## src/rtl/writeback_unit_if.sv

```systemverilog
// rtl/writeback_unit_if.sv - ALU result, load response and register-file write bundle
interface writeback_unit_if #(
   parameter int DWIDTH   = 32,
   parameter int LQ_DEPTH = 2
);
   localparam int CW = $clog2(LQ_DEPTH) + 1;

   logic              alu_valid;
   logic [4:0]        alu_rd;
   logic [DWIDTH-1:0] alu_data;

   logic              ld_valid;
   logic              ld_ready;
   logic [4:0]        ld_rd;
   logic [2:0]        ld_funct3;
   logic [1:0]        ld_byteoff;
   logic [DWIDTH-1:0] ld_rdata;

   logic [4:0]        rd;
   logic [DWIDTH-1:0] datawb;
   logic              regwren;
   logic [CW-1:0]     lq_count;

   modport master (
      output alu_valid, alu_rd, alu_data,
      output ld_valid, ld_rd, ld_funct3, ld_byteoff, ld_rdata,
      input  ld_ready,
      input  rd, datawb, regwren, lq_count
   );

   modport slave (
      input  alu_valid, alu_rd, alu_data,
      input  ld_valid, ld_rd, ld_funct3, ld_byteoff, ld_rdata,
      output ld_ready,
      output rd, datawb, regwren, lq_count
   );
endinterface

```

## src/rtl/writeback_unit.sv

```systemverilog
// rtl/writeback_unit.sv - arbitrates ALU results and queued loads into the register-file write port
module writeback_unit #(
   parameter int DWIDTH   = 32,
   parameter int LQ_DEPTH = 2
) (
   input  logic             clk,
   input  logic             rst,
   writeback_unit_if.slave  bus
);
   localparam int AW = $clog2(LQ_DEPTH);
   localparam int CW = AW + 1;

   logic [4:0]        lq_rd   [LQ_DEPTH];
   logic [DWIDTH-1:0] lq_data [LQ_DEPTH];
   logic [AW-1:0]     head;
   logic [AW-1:0]     tail;
   logic [CW-1:0]     count;

   logic [7:0]        ld_byte;
   logic [15:0]       ld_half;
   logic [DWIDTH-1:0] ld_ext;
   logic              ready;
   logic              push;
   logic              pop;
   logic              lq_nonempty;

   // Ready depends only on registered occupancy, never on ld_valid.
   assign ready       = !rst && (count < CW'(LQ_DEPTH));
   assign lq_nonempty = (count != '0);
   assign push        = bus.ld_valid && ready;
   // ALU owns the write port whenever it is valid; the queue only drains in idle slots.
   // The pop looks at existing entries only, so a same-cycle push is never bypassed.
   assign pop         = !bus.alu_valid && lq_nonempty;

   assign bus.ld_ready = ready;
   assign bus.lq_count = count;

   // Extract the addressed byte/halfword and extend it before it enters the queue.
   always_comb begin
      ld_byte = bus.ld_rdata[{bus.ld_byteoff, 3'b000} +: 8];
      ld_half = bus.ld_byteoff[1] ? bus.ld_rdata[31:16] : bus.ld_rdata[15:0];
      case (bus.ld_funct3)
         3'b000:  ld_ext = {{(DWIDTH-8){ld_byte[7]}}, ld_byte};
         3'b001:  ld_ext = {{(DWIDTH-16){ld_half[15]}}, ld_half};
         3'b100:  ld_ext = {{(DWIDTH-8){1'b0}}, ld_byte};
         3'b101:  ld_ext = {{(DWIDTH-16){1'b0}}, ld_half};
         default: ld_ext = bus.ld_rdata;
      endcase
   end

   // Queue payload storage; contents are meaningless outside [head, head+count).
   always_ff @(posedge clk) begin
      if (push) begin
         lq_rd[tail]   <= bus.ld_rd;
         lq_data[tail] <= ld_ext;
      end
   end

   // Queue pointers and occupancy; pointers wrap naturally since depth is a power of two.
   always_ff @(posedge clk or posedge rst) begin
      if (rst) begin
         head  <= '0;
         tail  <= '0;
         count <= '0;
      end else begin
         if (push) tail <= tail + 1'b1;
         if (pop)  head <= head + 1'b1;
         case ({push, pop})
            2'b10:   count <= count + 1'b1;
            2'b01:   count <= count - 1'b1;
            default: count <= count;
         endcase
      end
   end

   // Register-file write port: ALU first, then queue head; x0 consumes the slot but never writes.
   always_ff @(posedge clk or posedge rst) begin
      if (rst) begin
         bus.rd      <= '0;
         bus.datawb  <= '0;
         bus.regwren <= 1'b0;
      end else if (bus.alu_valid) begin
         bus.rd      <= bus.alu_rd;
         bus.datawb  <= bus.alu_data;
         bus.regwren <= (bus.alu_rd != 5'd0);
      end else if (lq_nonempty) begin
         bus.rd      <= lq_rd[head];
         bus.datawb  <= lq_data[head];
         bus.regwren <= (lq_rd[head] != 5'd0);
      end else begin
         bus.regwren <= 1'b0;
      end
   end
endmodule

```

## src/flat_wrapper.sv

```systemverilog
// flat-port wrapper written by rule: the top's interface ports become plain ports
module writeback_unit_flat 
#(
   parameter int DWIDTH   = 32,
   parameter int LQ_DEPTH = 2
)
  (clk, rst, bus_alu_valid, bus_alu_rd, bus_alu_data, bus_ld_valid, bus_ld_rd, bus_ld_funct3, bus_ld_byteoff, bus_ld_rdata, bus_ld_ready, bus_rd, bus_datawb, bus_regwren, bus_lq_count);
  writeback_unit_if #(.DWIDTH(DWIDTH), .LQ_DEPTH(LQ_DEPTH)) bus_i ();
  input  logic clk;
  input  logic rst;
  input wire logic [$bits(bus_i.alu_valid)-1:0] bus_alu_valid;
  input wire logic [$bits(bus_i.alu_rd)-1:0] bus_alu_rd;
  input wire logic [$bits(bus_i.alu_data)-1:0] bus_alu_data;
  input wire logic [$bits(bus_i.ld_valid)-1:0] bus_ld_valid;
  input wire logic [$bits(bus_i.ld_rd)-1:0] bus_ld_rd;
  input wire logic [$bits(bus_i.ld_funct3)-1:0] bus_ld_funct3;
  input wire logic [$bits(bus_i.ld_byteoff)-1:0] bus_ld_byteoff;
  input wire logic [$bits(bus_i.ld_rdata)-1:0] bus_ld_rdata;
  output wire logic [$bits(bus_i.ld_ready)-1:0] bus_ld_ready;
  output wire logic [$bits(bus_i.rd)-1:0] bus_rd;
  output wire logic [$bits(bus_i.datawb)-1:0] bus_datawb;
  output wire logic [$bits(bus_i.regwren)-1:0] bus_regwren;
  output wire logic [$bits(bus_i.lq_count)-1:0] bus_lq_count;
  assign bus_i.alu_valid = bus_alu_valid;
  assign bus_i.alu_rd = bus_alu_rd;
  assign bus_i.alu_data = bus_alu_data;
  assign bus_i.ld_valid = bus_ld_valid;
  assign bus_i.ld_rd = bus_ld_rd;
  assign bus_i.ld_funct3 = bus_ld_funct3;
  assign bus_i.ld_byteoff = bus_ld_byteoff;
  assign bus_i.ld_rdata = bus_ld_rdata;
  assign bus_ld_ready = bus_i.ld_ready;
  assign bus_rd = bus_i.rd;
  assign bus_datawb = bus_i.datawb;
  assign bus_regwren = bus_i.regwren;
  assign bus_lq_count = bus_i.lq_count;
  writeback_unit #(.DWIDTH(DWIDTH), .LQ_DEPTH(LQ_DEPTH)) u_core (.clk(clk), .rst(rst), .bus(bus_i));
endmodule
```

## config.mk

```make
export PLATFORM = sky130hd
export DESIGN_NAME = writeback_unit_flat
export DESIGN_NICKNAME = d
export VERILOG_FILES = /design/src/rtl/writeback_unit_if.sv /design/src/rtl/writeback_unit.sv /design/src/flat_wrapper.sv
export SDC_FILE = /design/constraint.sdc
export NUM_CORES = 1
export LEC_CHECK = 0
export ABC_AREA = 1
export CAP_MARGIN = 20
export CELL_PAD_IN_SITES_DETAIL_PLACEMENT = 1
export CELL_PAD_IN_SITES_GLOBAL_PLACEMENT = 1
export CORE_ASPECT_RATIO = 0.75
export CORE_MARGIN = 4
export CORE_UTILIZATION = 43
export CTS_BUF_LIST = sky130_fd_sc_hd__clkbuf_8
export CTS_CLUSTER_SIZE = 20
export DETAILED_ROUTE_END_ITERATION = 8
export PLACE_DENSITY_LB_ADDON = 0.3
export SYNTH_ARGS = -nofsm -noshare
export SYNTH_HDL_FRONTEND = slang
export SYNTH_SLANG_ARGS = --single-unit
```

## constraint.sdc

```tcl
create_clock -name clk -period 4.4 [get_ports clk]
set_input_delay 0.66 -clock clk [delete_from_list [all_inputs] [get_ports clk]]
set_output_delay 0.66 -clock clk [all_outputs]
set_load 0.005 [all_outputs]
```

# Yosys cells after proc, flatten, opt, wreduce, memory -nomap -nowiden

Memories as Yosys holds them, arrays and structs flattened.
Cells that the tools add are included.
W data, S select, Z words.

Bitwise gates (word level): 0
Multiplexer cells: 11
Divide/modulo/power cells: 0
Equal/unequal tests: 5
Reduce and logical (&&, ||, !) cells: 11
$add $sub $neg: 4
Shift-type cells: 1
Order comparisons: 1
$mul: 0

Operator list:

| cell                  | number |
|---|---|
| $pmux W32 S4          | 1 |
| $mux W32              | 2 |
| $shiftx A32 B6 Y8     | 1 |
| $mux W16              | 1 |
| $mux W5               | 2 |
| $reduce_bool A5 Y1    | 2 |
| $eq A3 B3 Y1 const B  | 2 |
| $reduce_bool A2 Y1    | 3 |
| $mux W1               | 4 |
| $pmux W2 S2           | 1 |
| $eq A3 B1 Y1 const B  | 1 |
| $logic_and A1 B1 Y1   | 3 |
| $logic_not A3 Y1      | 1 |
| $add A1 B1 Y1 const B | 2 |
| $add A2 B1 Y2 const B | 1 |
| $eq A2 B1 Y1 const B  | 1 |
| $eq A2 B2 Y1 const B  | 1 |
| $logic_not A1 Y1      | 2 |
| $lt A2 B2 Y1 const B  | 1 |
| $sub A2 B1 Y2 const B | 1 |

Word-level logic and storage cells: 41
Bits in latches: 0
Output and inout port bits: 41
Memories: 2
Memory bits (read-only): 0
Register bits after elaboration: 42
Bits in writable memories: 74
Input port bits: 83

Memory list:

| name           | words | bits a word | rd ports | clocked after memory_dff | wr ports | RTL line             | RTL |
|---|---|---|---|---|---|---|---|
| u_core.lq_data | 2     | 32          | 1        | 0                        | 1        | writeback_unit.sv:14 | `logic [DWIDTH-1:0] lq_data [LQ_DEPTH];` |
| u_core.lq_rd   | 2     | 5           | 1        | 0                        | 1        | writeback_unit.sv:13 | `logic [4:0] lq_rd [LQ_DEPTH];` |

# Depth between registers and ports, before layout

Depth after elaboration: 5
Depth in mapped cells: 9
Gate-level depth less buffers: 7

# Least setup slack after synthesis

OpenSTA, ideal clock, no wires.

Path type: input -> register
Start: input port rst
End: memory u_core.lq_data[0][0], enable pin
Arrival: 2.509 ns
Stages: 3
Buffers on the path: 0
Data required time: 3.969 ns
Path slack: 1.460 ns
Setup time: 0.431 ns
Cells stage by stage: nor2_1 nand2_1 nor2_1

Longest elaborated chain between the ends: 5

RTL lines:

| element                           | RTL line             | RTL |
|---|---|---|
| start: declaration                | flat_wrapper.sv:10   | `input logic rst;` |
| $logic_not A1 Y1 (no source line) | -                    |  |
| $logic_and A1 B1 Y1               | writeback_unit.sv:28 | `assign ready = !rst && (count < CW'(LQ_DEPTH));` |
| $logic_and A1 B1 Y1               | writeback_unit.sv:30 | `assign push = bus.ld_valid && ready;` |
| $mux W1                           | writeback_unit.sv:53 | `if (push) begin` |
| $mux W1 (implied by the code)     | writeback_unit.sv:55 | `lq_data[tail] <= ld_ext;` |
| end: declaration                  | writeback_unit.sv:14 |  |

Every way passes these cells.

# Worst setup path in the final report

Start: input port bus_alu_valid
End: register u_core.bus.datawb[24]

Longest elaborated chain between the ends: 1
Elaborated cells between the ends (all ways): 2
Classes of those cells: mux (1); reduce/logical (1)

RTL lines:

| element                                        | RTL line                | RTL |
|---|---|---|
| start: declaration                             | flat_wrapper.sv:11      | `input wire logic [$bits(bus_i.alu_valid)-1:0] bus_alu_valid;` |
| $mux W32 or $reduce_bool A2 Y1 (tied branches) | -                       |  |
| end signal: assignment                         | writeback_unit.sv:84    | `bus.datawb <= bus.alu_data;` |
| end signal: assignment                         | writeback_unit.sv:88    | `bus.datawb <= lq_data[head];` |
| end: declaration                               | writeback_unit_if.sv:35 | `output rd, datawb, regwren, lq_count` |

Parallel ways exist; a longest one is shown, timed or not.
A chain may end at the register's enable or synchronous reset.

==> results_tabular.tex <==
\begin{tabular}{lr}
\hline
Metric & Value \\
\hline
\multicolumn{2}{l}{\textbf{Outcome}} \\
\quad Outcome & finished, final reports clean \\
\multicolumn{2}{l}{\textbf{Clocking}} \\
\quad Skew-Pair Late Insertion Delay & 0.43 ns \\
\quad Count of buffers added by post-CTS timing repair for setup & 0 \\
\quad Clock slew at reported path FFs & 0.08 ns \\
\quad H-tree depth & 4 \\
\quad CTS buffer count & 17 \\
\quad Quantity of hold-fixing buffers added after cts & 0 \\
\quad Clock sink count & 116 \\
\quad Library cell used as clock root buffer & sky130\_fd\_sc\_hd\_\_clkbuf\_8 \\
\quad Clock tree from TritonCTS & yes \\
\quad Number of gates resized after cts & 0 \\
\quad Buffers from clock root to sink, at most & 2 \\
\multicolumn{2}{l}{\textbf{Route}} \\
\quad Antenna Nets Post-Route & 0 \\
\quad Number of violations reported at the end of detailed-routing iteration 0 & 389 \\
\quad Ratio of routed vias to standard cells & 5.40 \\
\quad Drt pass-1 iters & 6 \\
\quad Via count & 4708 \\
\quad Remaining routing DRC violations & 0 \\
\quad Post-Route WL & 17200 µm \\
\quad Wirelength per Cell & 19.7 µm \\
\multicolumn{2}{l}{\textbf{Floorplan}} \\
\quad Die Span Y & 106 µm \\
\quad Std cell rows & 35 \\
\quad Top-level port count & 124 \\
\quad Initial core utilization & 44.6\% \\
\quad Total core area & 12400 µm² \\
\quad Horizontal die dimension & 139 µm \\
\quad Area enclosed by the die boundary & 14800 µm² \\
\multicolumn{2}{l}{\textbf{Synthesis}} \\
\quad Number of synthesized register bits & 116 \\
\quad Portion of synthesized cell area occupied by the leading cell type & 40.1\% \\
\quad Netlist area before placement & 5540 µm² \\
\quad Register area share after synthesis & 59.1\% \\
\quad Average cell area after synthesis & 9.64 µm² \\
\quad Cell count after synthesis & 575 \\
\quad Number of warning messages in the yosys log & 0 \\
\quad Most area-hungry cell type in the Yosys netlist & sky130\_fd\_sc\_hd\_\_edfxtp\_1 \\
\quad Synthesized Nets & 659 \\
\quad Cell types occupying the most area after synthesis & sky130\_fd\_sc\_hd\_\_edfxtp\_1, sky130\_fd\_sc\_hd\_\_dfrtp\_1, sky130\_fd\_sc\_hd\_\_nand2\_1 \\
\quad Number of different library cells in the post-synthesis netlist & 30 \\
\multicolumn{2}{l}{\textbf{Pwr}} \\
\quad Power consumption & 3.70 mW \\
\quad Relative contribution of sequential cells to total power & 41.4\% \\
\quad Static power due to leakage & 3.05 nW \\
\quad Power density relative to cell area & 507 nW/µm² \\
\quad Power dissipated by switching net loads & 1.23 mW \\
\quad Part of the power in the clock network & 26.4\% \\
\quad Worst VDD drop & 251 µV \\
\quad Int Power & 2.47 mW \\
\quad Combinational Power Share & 32.2\% \\
\quad Switching portion of total power & 33.2\% \\
\multicolumn{2}{l}{\textbf{Timing}} \\
\quad Setup\_tns & 0 ns \\
\quad Clock skew & 0.0120 ns \\
\quad Final number of hold-violating endpoints & 0 \\
\quad Top achievable clock speed & 334 MHz \\
\quad Total setup violations reported at the end of the flow & 0 \\
\quad Share of the clock period used by the worst path after layout & 68.1\% \\
\quad Post-layout worst setup margin & 1.41 ns \\
\quad RSZ-0062 raised after global routing & false \\
\quad Tightest Pin Transition & 0.891 ns \\
\quad Fin crit period & 2.99 ns \\
\quad Relative slew margins & 40.4\% \\
\quad Final max-slew violation count & 0 \\
\multicolumn{2}{l}{\textbf{Critical path}} \\
\quad Capturing point of the worst reg2reg path & u\_core.lq\_data[0][3] \\
\quad R2R Path Start & u\_core.bus.lq\_count[1] \\
\quad Category of the most critical setup path & input port to flip-flop \\
\quad Required time at the worst-slack endpoint & 4.76 ns \\
\quad Maximum fanout count along the critical path & 39 \\
\quad Crit path DAT & 3.35 ns \\
\quad Worst-case register-to-register setup slack & 2.46 ns \\
\quad Worst Setup Start Kind & input port \\
\quad Critical Path Sink Type & flip-flop \\
\quad Worst Reg2Reg Path Length in Cells & 4 \\
\multicolumn{2}{l}{\textbf{Layout}} \\
\quad Share of cells above drive strength 1 & 11.5\% \\
\quad Leading cell types in the layout, fill and taps excluded & sky130\_fd\_sc\_hd\_\_nand2\_1, sky130\_fd\_sc\_hd\_\_clkdlybuf4s50\_1, sky130\_fd\_sc\_hd\_\_edfxtp\_1 \\
\quad Fillers & 1409 \\
\quad Synthesis-to-layout area growth & 31.6\% \\
\quad Number of nets in the finished design & 777 \\
\quad Most common cell after layout, fill and taps aside & sky130\_fd\_sc\_hd\_\_nand2\_1 \\
\quad Antenna cells & 0 \\
\multicolumn{2}{l}{\textbf{Global routing}} \\
\quad Maximum number of pins on one net before global-route repair & 45 \\
\quad Number of global-route vias before repair & 5075 \\
\quad All-Layer GR Usage & 23.6\% \\
\quad Sum of overflow across all layers after global routing & 0 \\
\quad Initial antenna violation count & 0 \\
\quad Global-route wire length before repair & 27300 µm \\
\multicolumn{2}{l}{\textbf{Placement}} \\
\quad Port Buffers & 123 \\
\quad Worst-case setup slack after placement & 1.00 ns \\
\quad Final weighted congestion in routability-driven placement & 0.795 \\
\quad Estimated wirelength of the detail-placed design & 11500 µm \\
\multicolumn{2}{l}{\textbf{Min path}} \\
\quad Hold Startpoint & u\_core.bus.datawb[0] \\
\quad Type of the tightest min-delay check & flip-flop to flip-flop \\
\quad Capture endpoint of the worst hold path & u\_core.bus.datawb[0] \\
\quad Cell depth of the worst hold path & 2 \\
\multicolumn{2}{l}{\textbf{Job}} \\
\quad \# Max-Cap Violations & 0 \\
\hline
\end{tabular}
power by group through the flow:
stage          clock network [mW]  registers [mW]  logic [mW]
6_report                    0.977            1.53        1.19
5_1_grt                      1.05            1.56        1.30
4_1_cts                     0.986            1.53        1.18
3_5_place_dp                    0            1.55        1.16
3_3_place_gp                    0            1.54        1.11
2_1_floorplan                   0            1.54       0.579
registers in the layout, summed over array words and instances (netlist names):
name                 cells
u_core.bus.regwren       1
u_core.bus.rd            5
u_core.bus.datawb       32
u_core.lq_rd            10
u_core.lq_data          64
u_core.head              1
u_core.tail              1
u_core.bus.lq_count      2
cell usage after synthesis, drive strengths merged:
cell type / count
nand2: 217
nand3: 80
edfxtp: 74
dfrtp: 42
o211ai: 35
inv: 30
buf: 28
or2: 21
nor2: 18
a21oi: 16
clkbuf: 4
o21ai: 3
xnor2: 2
xor2: 2
and2: 1
ha: 1
nor3: 1
kinds of logic (layout without fill, tap and decap cells):
| group | after synthesis | after routing | share of synthesized area, % |
|---|---|---|---|
| AND/OR/NAND/NOR | 338 | 338 | 27.7 |
| flip-flops | 116 | 116 | 59.1 |
| buffers and inverters | 62 | 193 | 5.67 |
| AO/OA/AOI/OAI | 54 | 54 | 6.73 |
| XOR/XNOR | 4 | 4 | 0.632 |
| adder cells (fa/ha/maj) | 1 | 1 | 0.226 |
critical path, cell delays in order:
cell and delay [ns]:
sky130_fd_sc_hd__clkdlybuf4s50_1 0.88, sky130_fd_sc_hd__inv_2 0.18, sky130_fd_sc_hd__buf_4 0.41, sky130_fd_sc_hd__nand2_1 0.12
sky130_fd_sc_hd__buf_4 0.23, sky130_fd_sc_hd__inv_2 0.54, sky130_fd_sc_hd__nand2_1 0.16, sky130_fd_sc_hd__nand3_1 0.15
stage by stage:
stage	area (µm²)	hold slack (ns)	utilization, %	cells
2_1_floorplan	5540	0.465	-	575
3_3_place_gp	6840	0.465	55.0	837
3_5_place_dp	6840	0.468	55.0	837
4_1_cts	7220	0.489	58.1	869
5_1_grt	7290	0.521	58.6	872
6_report	7290	0.485	58.6	872
worst max path at each step:
stage / slack, ns / from / to / depth (start not counted)
2_1_floorplan: 1.46 / rst / u_core.lq_data[0][0] / 3
3_3_place_gp: 1.27 / bus_alu_valid / u_core.bus.datawb[8] / 8
3_5_place_dp: 1.00 / bus_alu_valid / u_core.bus.datawb[24] / 8
4_1_cts: 1.41 / bus_alu_valid / u_core.bus.datawb[24] / 8
5_1_grt: 1.17 / bus_alu_valid / u_core.bus.datawb[24] / 8
6_report: 1.41 / bus_alu_valid / u_core.bus.datawb[24] / 8
layer usage:
metal	vias up	GRT usage, %	part of all wire (%)
met5	-	0	0
met2	144	39.5	49
li1	2167	-	-
met3	22	4.86	4.9
met1	2375	31.2	45
met4	0	6.77	1.2
area by class of cell:
type	count	area (µm²)	area share [%]
inverter	30	118	1.61
multi-input combinational	397	1970	27.0
timing repair buffer	131	1340	18.4
clock buffer	18	248	3.40
tap	166	208	2.85
sequential	116	3270	44.9
clock inverter	14	136	1.87
Power figures use the tool's default switching activity.
